--- config.mk ---
export PLATFORM = sky130hd
export DESIGN_NAME = fetch_sequencer
export DESIGN_NICKNAME = d
export VERILOG_FILES = /design/src/rtl/cpu_defs_pkg.sv /design/src/rtl/fetch_sequencer.sv
export SDC_FILE = /design/constraint.sdc
export NUM_CORES = 1
export LEC_CHECK = 0
export CAP_MARGIN = 20
export CORE_UTILIZATION = 30
export CTS_BUF_LIST = sky130_fd_sc_hd__clkbuf_4 sky130_fd_sc_hd__clkbuf_8
export DETAILED_ROUTE_END_ITERATION = 8
export DONT_BUFFER_PORTS = 1
export GPL_TIMING_DRIVEN = 0
export PLACE_DENSITY = 0.48
export SLEW_MARGIN = 30
export SYNTH_ARGS = -nofsm -noshare
export SYNTH_HDL_FRONTEND = slang
export SYNTH_SLANG_ARGS = --single-unit
--- constraint.sdc ---
create_clock -name clk -period 3.3 [get_ports clk]
set_input_delay 0.33 -clock clk [delete_from_list [all_inputs] [get_ports clk]]
set_output_delay 0.33 -clock clk [all_outputs]
set_load 0.01 [all_outputs]
--- src/rtl/cpu_defs_pkg.sv ---
// Shared CPU definitions: fetch state encodings and default memory/word geometry.
// Imported by the fetch sequencer and other CPU blocks.
package cpu_defs;

  localparam int unsigned ADDR_WIDTH  = 8;
  localparam int unsigned DATA_WIDTH  = 8;
  localparam int unsigned MEM_DEPTH   = 64;
  localparam int unsigned COUNT_WIDTH = 16;
  localparam logic [7:0]  HALT_OPCODE = 8'b1111_1111;

  typedef enum logic [1:0] {
    ST_IDLE   = 2'd0,
    ST_RUN    = 2'd1,
    ST_HALTED = 2'd2
  } fetch_state_e;

endpackage : cpu_defs

--- src/rtl/fetch_sequencer.sv ---
// Program-counter sequencer: walks instruction memory, holds one fetched word for
// decode behind a valid/ready handshake, and handles start, redirect and halt.
module fetch_sequencer #(
  parameter int unsigned                  ADDR_WIDTH  = cpu_defs::ADDR_WIDTH,
  parameter int unsigned                  MEM_DEPTH   = cpu_defs::MEM_DEPTH,
  parameter int unsigned                  DATA_WIDTH  = cpu_defs::DATA_WIDTH,
  parameter logic [DATA_WIDTH-1:0]        HALT_OPCODE = cpu_defs::HALT_OPCODE,
  parameter int unsigned                  COUNT_WIDTH = cpu_defs::COUNT_WIDTH
) (
  input  logic                   clk,
  input  logic                   reset,
  input  logic                   start,
  input  logic [ADDR_WIDTH-1:0]  start_addr,
  output logic [ADDR_WIDTH-1:0]  instruction_address,
  input  logic [DATA_WIDTH-1:0]  instruction_data,
  input  logic                   redirect_valid,
  input  logic [ADDR_WIDTH-1:0]  redirect_target,
  output logic [DATA_WIDTH-1:0]  instr,
  output logic [ADDR_WIDTH-1:0]  instr_pc,
  output logic                   instr_valid,
  input  logic                   instr_ready,
  output logic                   halted,
  output logic                   running,
  output logic [COUNT_WIDTH-1:0] fetch_count
);

  import cpu_defs::*;

  if ((MEM_DEPTH & (MEM_DEPTH - 1)) != 0 || MEM_DEPTH > (2 ** ADDR_WIDTH)) begin : g_bad_depth
    $error("MEM_DEPTH must be a power of two no larger than 2**ADDR_WIDTH");
  end

  // Clearing the upper PC bits keeps every address inside the populated memory.
  localparam logic [ADDR_WIDTH-1:0] ADDR_MASK = ADDR_WIDTH'(MEM_DEPTH - 1);

  fetch_state_e            state_q, state_d;
  logic [ADDR_WIDTH-1:0]   pc_q, pc_d;
  logic [DATA_WIDTH-1:0]   instr_q, instr_d;
  logic [ADDR_WIDTH-1:0]   instr_pc_q, instr_pc_d;
  logic                    instr_valid_q, instr_valid_d;
  logic [COUNT_WIDTH-1:0]  fetch_count_q, fetch_count_d;
  logic                    load;

  assign load = !instr_valid_q || instr_ready;

  // NOTE: every *_d gets its hold value first, so no path through the case leaves
  // a signal unassigned and no latch is inferred.
  always_comb begin
    state_d       = state_q;
    pc_d          = pc_q;
    instr_d       = instr_q;
    instr_pc_d    = instr_pc_q;
    instr_valid_d = instr_valid_q;
    fetch_count_d = fetch_count_q;

    unique case (state_q)
      ST_IDLE: begin
        if (start) begin
          pc_d    = start_addr & ADDR_MASK;
          state_d = ST_RUN;
        end
      end

      ST_RUN: begin
        if (redirect_valid) begin
          pc_d          = redirect_target & ADDR_MASK;
          instr_valid_d = 1'b0;
        end else if (load) begin
          instr_d       = instruction_data;
          instr_pc_d    = pc_q;
          instr_valid_d = 1'b1;
          if (fetch_count_q != {COUNT_WIDTH{1'b1}}) begin
            fetch_count_d = fetch_count_q + COUNT_WIDTH'(1);
          end
          // A halt word parks the PC on its own address.
          if (instruction_data == HALT_OPCODE) begin
            state_d = ST_HALTED;
          end else begin
            pc_d = (pc_q + ADDR_WIDTH'(1)) & ADDR_MASK;
          end
        end
      end

      ST_HALTED: begin
        if (start) begin
          pc_d          = start_addr & ADDR_MASK;
          state_d       = ST_RUN;
          instr_valid_d = 1'b0;
        end else if (instr_ready) begin
          instr_valid_d = 1'b0;
        end
      end

      default: state_d = ST_IDLE;
    endcase
  end

  // NOTE: state registers use non-blocking assignments so every flop samples the
  // pre-edge values; the reset branch is asynchronous and active-high.
  always_ff @(posedge clk or posedge reset) begin
    if (reset) begin
      state_q       <= ST_IDLE;
      pc_q          <= '0;
      instr_q       <= '0;
      instr_pc_q    <= '0;
      instr_valid_q <= 1'b0;
      fetch_count_q <= '0;
    end else begin
      state_q       <= state_d;
      pc_q          <= pc_d;
      instr_q       <= instr_d;
      instr_pc_q    <= instr_pc_d;
      instr_valid_q <= instr_valid_d;
      fetch_count_q <= fetch_count_d;
    end
  end

  assign instruction_address = pc_q;
  assign instr               = instr_q;
  assign instr_pc            = instr_pc_q;
  assign instr_valid         = instr_valid_q;
  assign fetch_count         = fetch_count_q;
  assign halted              = (state_q == ST_HALTED);
  assign running             = (state_q == ST_RUN);

endmodule : fetch_sequencer
; Word level (Yosys, flattened, before mapping)
; Cells that the tools add are included.
[word_totals]
regBits = 43
[op_classes]
add_sub_neg = 2
n_eq_ne = 11
n_mux = 15
bitwise_logic = 1
reduce_logical = 11
[ops]
columns = op, count
row1 = $mux W8, 4
row2 = $add A16 B1 Y16 const B, 1
row3 = $ne A16 B16 Y1 const B, 1
row4 = $pmux W8 S2, 1
row5 = $reduce_and A4 Y1, 3
row6 = $eq A8 B8 Y1 const B, 1
row7 = $mux W2, 4
row8 = $add A6 B1 Y6 const B, 1
row9 = $ne A2 B1 Y1 const B, 3
row10 = $ne A3 B3 Y1 const B, 2
row11 = $reduce_and A3 Y1, 2
row12 = $mux W1, 4
row13 = $pmux W2 S2, 1
row14 = $reduce_bool A2 Y1, 2
row15 = $ne A3 B2 Y1 const B, 1
row16 = $eq A2 B1 Y1 const B, 1
row17 = $eq A2 B2 Y1 const B, 1
row18 = $logic_not A2 Y1, 1
row19 = $ne A2 B2 Y1 const B, 1
row20 = $pmux W1 S2, 1
row21 = $reduce_or A2 Y1, 1
row22 = $logic_not A1 Y1, 1
row23 = $logic_or A1 B1 Y1, 1
row24 = $not A1 Y1, 1

; Depth between registers and ports, before layout
; Gate-level depths: netlist (run 1).
[logic_depth]
word_depth = 5
depth_mapped = 6

; Worst setup path before layout (run 1)
; Ideal clock, no wire load.
[synth_timing]
path_kind = input -> register
start = input redirect_valid
end = register fetch_count_q[1] (netlist: fetch_count[1])
arrival_time_ps = 1493
path_slack_ps = 1682
stages = 5
path_cell_list = buf_2 -> nor3b_4 -> nand2_4 -> nor2_1 -> mux2_2
[synth_between]
elab_chain_cells = 2
[synth_lines]
columns = item, line
row1 = from (decl), fetch_sequencer.sv:16  ; input logic redirect_valid,
row2 = $not A1 Y1 (no source line), n/a
row3 = $reduce_and A4 Y1 (no source line), n/a
row4 = to (signal assigned), fetch_sequencer.sv:114  ; fetch_count_q <= fetch_count_d;
row5 = to (decl), fetch_sequencer.sv:41  ; logic [COUNT_WIDTH-1:0] fetch_count_q, fetch_count_d;
; No other way between the ends.
; A chain may end at the register's enable or synchronous reset.

; Final worst setup path (run 1)
[layout_timing]
start = register state_q[1]
end = register fetch_count_q[14] (netlist: fetch_count[14])
[layout_between]
elab_chain_cells = 2
[layout_lines]
columns = item, line
row1 = from (decl), fetch_sequencer.sv:36  ; fetch_state_e state_q, state_d;
row2 = from (signal assigned), fetch_sequencer.sv:109  ; state_q <= state_d;
row3 = $eq A2 B1 Y1, fetch_sequencer.sv:56  ; unique case (state_q)
row4 = $reduce_and A4 Y1 (no source line), n/a
; No other way between the ends.

==> flow_summary.ini, run 1 <==
[sta]
layout_min_cycle_time_ns = 1.76
fin_crit_sh_pct = 53.4
hold_viol = 0
fin_skew_ns = 0.00693
maxSlewViolCount = 0
max_slew.worst_pin.slew_ns = 0.543
rsz0062_at_grt = false
slew_headroom_pct = 63.8
layout_setup_ws_ns = 1.54
setup_violations = 0
hold_ws_ns = 0.174
fin_tns_setup_ns = 0
fmax_mhz = 568

[die]
pin_count = 72
coreArea_sq_um = 6390
die_w_microns = 83.6
rows = 29
die_y_microns = 83.6
die-area_sq_um = 6980
initial_core_util_pct = 31.2

[power]
intPower_mw = 0.929
power_frac_clock_pct = 22.9
swShare_pct = 37.1
ir_drop_uv = 283
p_sw_mw = 0.549
seqPwrFrac_pct = 55.2
power_frac_comb_pct = 21.9
power_density_nw_per_um2 = 662
p_leak_nw = 0.936

[detailed_routing]
firstDrtPassIters = 4
vias = 1365
ant_nets = 0
wirelength_microns = 4300
drc_errors = 0
via_per_inst = 5.07
drt_iter0_markers = 42
routedWlPerCell_microns = 16.0

[flow_run]
maxCapViolCount = 0

[clock_tree]
clock_path_buffers = 2
cts-buffers-inserted = 5
cts_setup_buffers = 0
root_buffer = clkbuf_8
cts_max_level = 2
clock_latency_ns = 0.30
clk_pin_slew_ns = 0.09
cts_tree = yes
cts_num_sinks = 39

[placement]
io_buffer_count = 0
gp_congestion = 0.705
dpl_worst_slack_ns = 1.50
hpwlAfterDp_microns = 3220

[final_layout]
nFillCells = 647
nNetsFinal = 222
mostFrequentLayoutCell = dfrtp_1
drive_above_1_share_pct = 21.9
area_growth_pct = 11.9
layout_common_cells = dfrtp_1, mux2_2, nand2_1, nor2_1
antennaDiodeCount = 0

[setup_path]
ff2ff_path_depth = 5
critPathArrivalTime_ns = 1.94
path_max_fanout = 7
required_ns = 3.48
start_kind = register
criticalPathCategory = register to register
end_kind = register
regToRegStartpoint = state_q[1]
r2r_end = fetch_count[14]
rrSetupSlack_ns = 1.54

[hold_path]
hold_start = instruction_data[5]
worstHoldEndpoint = instr[5]
min_path_cells = 1
hold_class = input port to register

[synthesis]
yosysTopAreaCellShare_pct = 48.9
synth_warnings = 0
synth_edf_count = 0
synth_cells = 179
syn_area_per_cell_sq_um = 11.1
synth_area_leaders = dfrtp_1, mux2_2, xnor2_1, xor2_1, nand4_4
synth_seq_area_share_pct = 48.9
ys.flop_type = dfrtp_1
synth.distinct_cells = 45
synth_area_sq_um = 2000
ys_seq_elements = 39
ys_async_sr_fraction_pct = 100
yosys.area.top_type = dfrtp_1

[grt]
grt_pass1_wl_microns = 7060
grt_usage_pct = 12.9
overflow = 0
grt_pass1_vias = 1369
antenna_found_initial = 0
grt_max_degree = 23

[outcome]
status = finished, final reports clean
## worst max path at each step
| stage | depth (start not counted) | slack, ns | from | end |
|---|---|---|---|---|
| final | 5 | 1.54 | state_q[1] | fetch_count[14] |
| after detailed placement | 5 | 1.50 | redirect_valid | fetch_count[1] |
| after global routing | 5 | 1.37 | state_q[1] | fetch_count[14] |
| after CTS | 5 | 1.54 | state_q[1] | fetch_count[14] |
| after global placement | 5 | 1.50 | redirect_valid | fetch_count[1] |
| after floorplan | 5 | 1.68 | redirect_valid | fetch_count[1] |
## metal layers
layer,up-vias,global-route usage (%),share of wire [%]
li1,661,-,-
met1,644,16.8,45
met2,55,19.8,46
met3,5,5.54,8.2
met4,0,3.24,1.1
met5,-,0,0
## logic make-up (layout without fill, tap and decap cells)
kind of cell,Yosys count,in the layout,synth area share (%)
and+or+nand+nor,58,58,18.7
buffers and inverters,15,25,3.82
DFF,39,39,48.9
xor gates and xnor gates,14,14,6.14
muxes,19,19,10.5
adders and majority gates,2,2,1.25
AOI/OAI and AO/OA,31,31,10.5
other,1,4,0.188
## worst max-delay path: stages (launching register included)
cell and delay, ns:
dfrtp_1 0.44, nor3b_4 0.48, nand3_2 0.18, nor3_1 0.25, nand4_1 0.15, xnor2_1 0.15
## through the flow
stage	utilization [%]	std cells	power, mW	instance area (sq um)
6_report	35.0	269	1.48	2230
5_1_grt	35.0	269	1.58	2230
4_1_cts	35.0	269	1.50	2230
3_5_place_dp	33.4	260	1.15	2130
3_3_place_gp	32.9	259	1.15	2100
2_1_floorplan	-	182	1.06	2010
## flip-flops by register name, summed over array words and instances, names as in the netlist
signal / count
fetch_count: 16
instr: 8
instr_pc: 6
instr_valid: 1
instruction_address: 6
state_q: 2
## power by group through the flow
stage	sequential [mW]	combinational [mW]	clock (mW)
after floorplan	0.783	0.276	0
after global placement	0.829	0.317	0
after detailed placement	0.828	0.325	0
after CTS	0.819	0.330	0.352
after global routing	0.840	0.364	0.377
final	0.815	0.324	0.338
## final cells by class
cell class / count / area, sq um / share of cell area, %
plain buffers: 8 / 50.0 / 2.24
clock buffers: 5 / 68.8 / 3.08
clock inverters: 3 / 23.8 / 1.06
inverters: 7 / 26.3 / 1.18
multi-input cells: 128 / 955 / 42.7
flip-flops and latches: 39 / 976 / 43.7
well taps: 77 / 96.3 / 4.31
repair buffers: 2 / 37.5 / 1.68
## synth_stat cells, types with 2 or more instances
library cell	count
nor3b_1	3
xnor2_1	8
o2111ai_1	2
nor3_1	2
o21a_1	3
buf_4	5
a32o_1	2
o21ai_0	7
nand2_1	11
a31oi_1	3
nor2_1	11
xor2_1	6
dfrtp_1	39
nand3_1	8
nand4_1	4
nor3_2	2
inv_1	7
ha_1	2
a21oi_1	7
mux2i_1	4
nand2b_1	4
nand4_4	2
mux2_2	14
and3_1	2
## repair_timing
item / in CTS / in global routing
endpoints found under the setup margin: 0 / 0
hold buffers: 1 / 0
endpoints found under the hold margin: 21 / 0
gates resized for setup: 0 / 0
No activity file was read; power rests on OpenSTA's default activity.
==> inputs of run 2 (changes only) <==
--- a/config.mk
+++ b/config.mk
@@ -5,13 +5,14 @@
 export SDC_FILE = /design/constraint.sdc
 export NUM_CORES = 1
 export LEC_CHECK = 0
+export ABC_AREA = 1
 export CAP_MARGIN = 20
 export CORE_UTILIZATION = 30
 export CTS_BUF_LIST = sky130_fd_sc_hd__clkbuf_4 sky130_fd_sc_hd__clkbuf_8
 export DETAILED_ROUTE_END_ITERATION = 8
 export DONT_BUFFER_PORTS = 1
 export GPL_TIMING_DRIVEN = 0
-export PLACE_DENSITY = 0.48
+export PLACE_DENSITY = 0.49
 export SLEW_MARGIN = 30
 export SYNTH_ARGS = -nofsm -noshare
 export SYNTH_HDL_FRONTEND = slang
==> constraint.sdc (replaced) <==
create_clock -name clk -period 1.6 [get_ports clk]
set_input_delay 0.16 -clock clk [delete_from_list [all_inputs] [get_ports clk]]
set_output_delay 0.16 -clock clk [all_outputs]
set_load 0.01 [all_outputs]
==> flow_summary.ini, run 2 <==
[grt]
grt_usage_pct = 15.1
grt_pass1_wl_microns = 8870
grt_pass1_vias = 1857
antenna_found_initial = 0
grt_max_degree = 24
overflow = 0

[final_layout]
antennaDiodeCount = 0
mostFrequentLayoutCell = nand2_1
drive_above_1_share_pct = 18.3
largest_register_ff_count = 16
multi_input_area_sq_um = 1080
nFillCells = 788
nNetsFinal = 357
design_area_sq_um = 2630
layout_common_cells = nand2_1, nor2_1, dfrtp_1
area_growth_pct = 20.6
seq_area_sq_um = 993

[synthesis]
synth_edf_count = 0
synth_warnings = 0
synth_area_sq_um = 2180
synth_cells = 301
synth.distinct_cells = 24
synth_seq_area_share_pct = 44.8
synth_area_leaders = dfrtp_1, nand2_1, nor2_1, inv_1, xnor2_1
synthXorXnorAreaFrac_pct = 4.82
synth_compound_area_share_pct = 6.95
yosysTopAreaCellShare_pct = 44.8
synth_common_cells = nand2_1, dfrtp_1, nor2_1
syn_area_per_cell_sq_um = 7.24
ys.flop_type = dfrtp_1
ys_seq_elements = 39
synth_top_family_by_area = simple AND/OR/NAND/NOR gates
yosys.area.top_type = dfrtp_1
synth.most_common_cell = nand2_1
ys_async_sr_fraction_pct = 100
synthSimpleGateAreaFrac_pct = 34.1
synthMuxAreaShare_pct = 0
synth_fa_ha_area_share_pct = 1.15

[setup_path]
cp_slowest_cell = dfrtp_2
critPathMaxStageDelay_ns = 0.47
criticalPathCategory = register to register
end_kind = register
r2r_end = fetch_count[0]
ff2ff_path_depth = 8
required_ns = 1.83
crit_buf_inv = 2
path_common_cell = nand2_1
cp_cell_sequence = ha_4 -> inv_4 -> nor3_4 -> nand2_2 -> o21ai_4 -> buf_6 -> nand2_1 -> nand2_1
path_max_fanout = 6
path_delay_family = flip-flops
regToRegStartpoint = fetch_count[0]
start_kind = register
critPathArrivalTime_ns = 1.76
rrSetupSlack_ns = 0.07

[detailed_routing]
firstDrtPassIters = 4
ant_nets = 0
via_per_inst = 4.54
drc_errors = 0
wirelength_microns = 5320
vias = 1919
drt_iter0_markers = 53
routedWlPerCell_microns = 12.6

[power]
p_sw_mw = 1.41
power_frac_comb_pct = 28.9
swShare_pct = 41.6
intPower_mw = 1.98
seqPwrFrac_pct = 51.1
power_frac_clock_pct = 20.0
ir_drop_uv = 500
p_leak_nw = 1.27
power_density_nw_per_um2 = 1290

[placement]
hpwlAfterDp_microns = 3840
io_buffer_count = 0
dpl_worst_slack_ns = -0.240
gp_congestion = 0.784
place_area_sq_um = 2330

[sta]
hold_viol = 0
layout_min_cycle_time_ns = 1.53
fin_skew_ns = 0.00306
fmax_mhz = 656
layout_setup_ws_ns = 0.0745
hold_ws_ns = 0.0418
setup_violations = 0
maxSlewViolCount = 0
rsz0062_at_grt = true
fin_crit_sh_pct = 95.3

[flow_run]
maxCapViolCount = 0

[die]
initial_core_util_pct = 31.5
rows = 30
die-area_sq_um = 7610
die_y_microns = 87.2
pin_count = 72
die_w_microns = 87.2
coreArea_sq_um = 6910

[hold_path]
hold_start = start
min_path_cells = 3
hold_class = input port to register
worstHoldEndpoint = state_q[1]

[clock_tree]
cts_tree = yes
cts_max_level = 2
clock_latency_ns = 0.29
clock_path_buffers = 2
root_buffer = clkbuf_8
cts_num_sinks = 39
cts-buffers-inserted = 5
clk_pin_slew_ns = 0.08

[outcome]
status = finished, final reports clean
==> run 2: cell types whose count changed in the layout (fill, tap and decap cells not counted), sizes merged, moves of 4 or more <==
cell         before  now
mux2             15    0
nor3b             4    0
mux2i             4    0
inv               8   26
dlygate4sd3       1   10
buf               8   15
o21ai             7   23
nor2             12   38
nand2            12  128
nand2b            4    0
==> run 2: layout make-up <==
class,instances,area share (%)
Tap cell,96,4.57
Clock inverter,3,0.762
Timing Repair Buffer,15,6.14
Clock buffer,5,2.62
Buffer,10,2.95
Sequential cell,39,37.8
Multi-Input combinational cell,229,41.2
Inverter,26,3.90
==> run 2: power groups by stage <==
stage / Combinational (mW) / Sequential (mW) / Clock [mW]
final: 0.977 / 1.73 / 0.676
after global routing: 1.15 / 1.78 / 0.746
after CTS: 0.951 / 1.73 / 0.708
after detailed placement: 0.896 / 1.74 / 0
after global placement: 0.876 / 1.73 / 0
after floorplan: 0.730 / 1.63 / 0
==> run 2: metal layers <==
layer | routed length, microns | up-vias | global-route usage [%]
met5 | 0 | - | 0
met4 | 47 | 0 | 4.92
met3 | 334 | 4 | 4.45
met2 | 2600 | 55 | 26.2
met1 | 2330 | 886 | 18.0
li1 | - | 974 | -
==> run 2: stage by stage <==
| stage | util, % | power, mW | setup TNS (ns) | std cells |
|---|---|---|---|---|
| after floorplan | - | 2.36 | 0 | 304 |
| after global placement | 33.5 | 2.60 | -3.58 | 400 |
| after detailed placement | 33.8 | 2.63 | -2.84 | 401 |
| after CTS | 37.1 | 3.39 | 0 | 422 |
| after global routing | 38.0 | 3.67 | -0.0242 | 423 |
| final | 38.0 | 3.38 | 0 | 423 |
==> run 2: worst max path at each step <==
stage	endpoint	start	cells after the start	slack (ns)
floorplan	fetch_count[0]	fetch_count[1]	9	0.006
global placement	fetch_count[7]	fetch_count[1]	8	-0.22
detailed placement	fetch_count[7]	fetch_count[1]	8	-0.24
CTS	fetch_count[0]	fetch_count[0]	8	0.01
global route	fetch_count[9]	fetch_count[0]	9	-0.01
finish	fetch_count[0]	fetch_count[0]	8	0.07
==> run 2: worst min-delay path: stages <==
cell     delay (ns)
inv_1          0.03
nand2_1        0.05
o21ai_1        0.06
==> run 2: logic make-up (layout without fill, tap and decap cells) <==
kind of cell | count (synthesis) | after routing
adder cells (fa/ha/maj) | 2 | 2
flip-flops | 39 | 39
other | 1 | 4
XOR/XNOR | 12 | 12
AND/OR/NAND/NOR | 183 | 183
buffers and inverters | 36 | 59
AO/OA/AOI/OAI | 28 | 28
==> run 2: timing repair <==
action | CTS | global route
gates cloned | 0 | 1
pin swaps | 2 | 11
setup buffers | 3 | 0
gates resized for setup | 6 | 27
hold endpoints to repair | 25 | 0
hold buffers | 10 | 0
setup endpoints to repair | 20 | 20
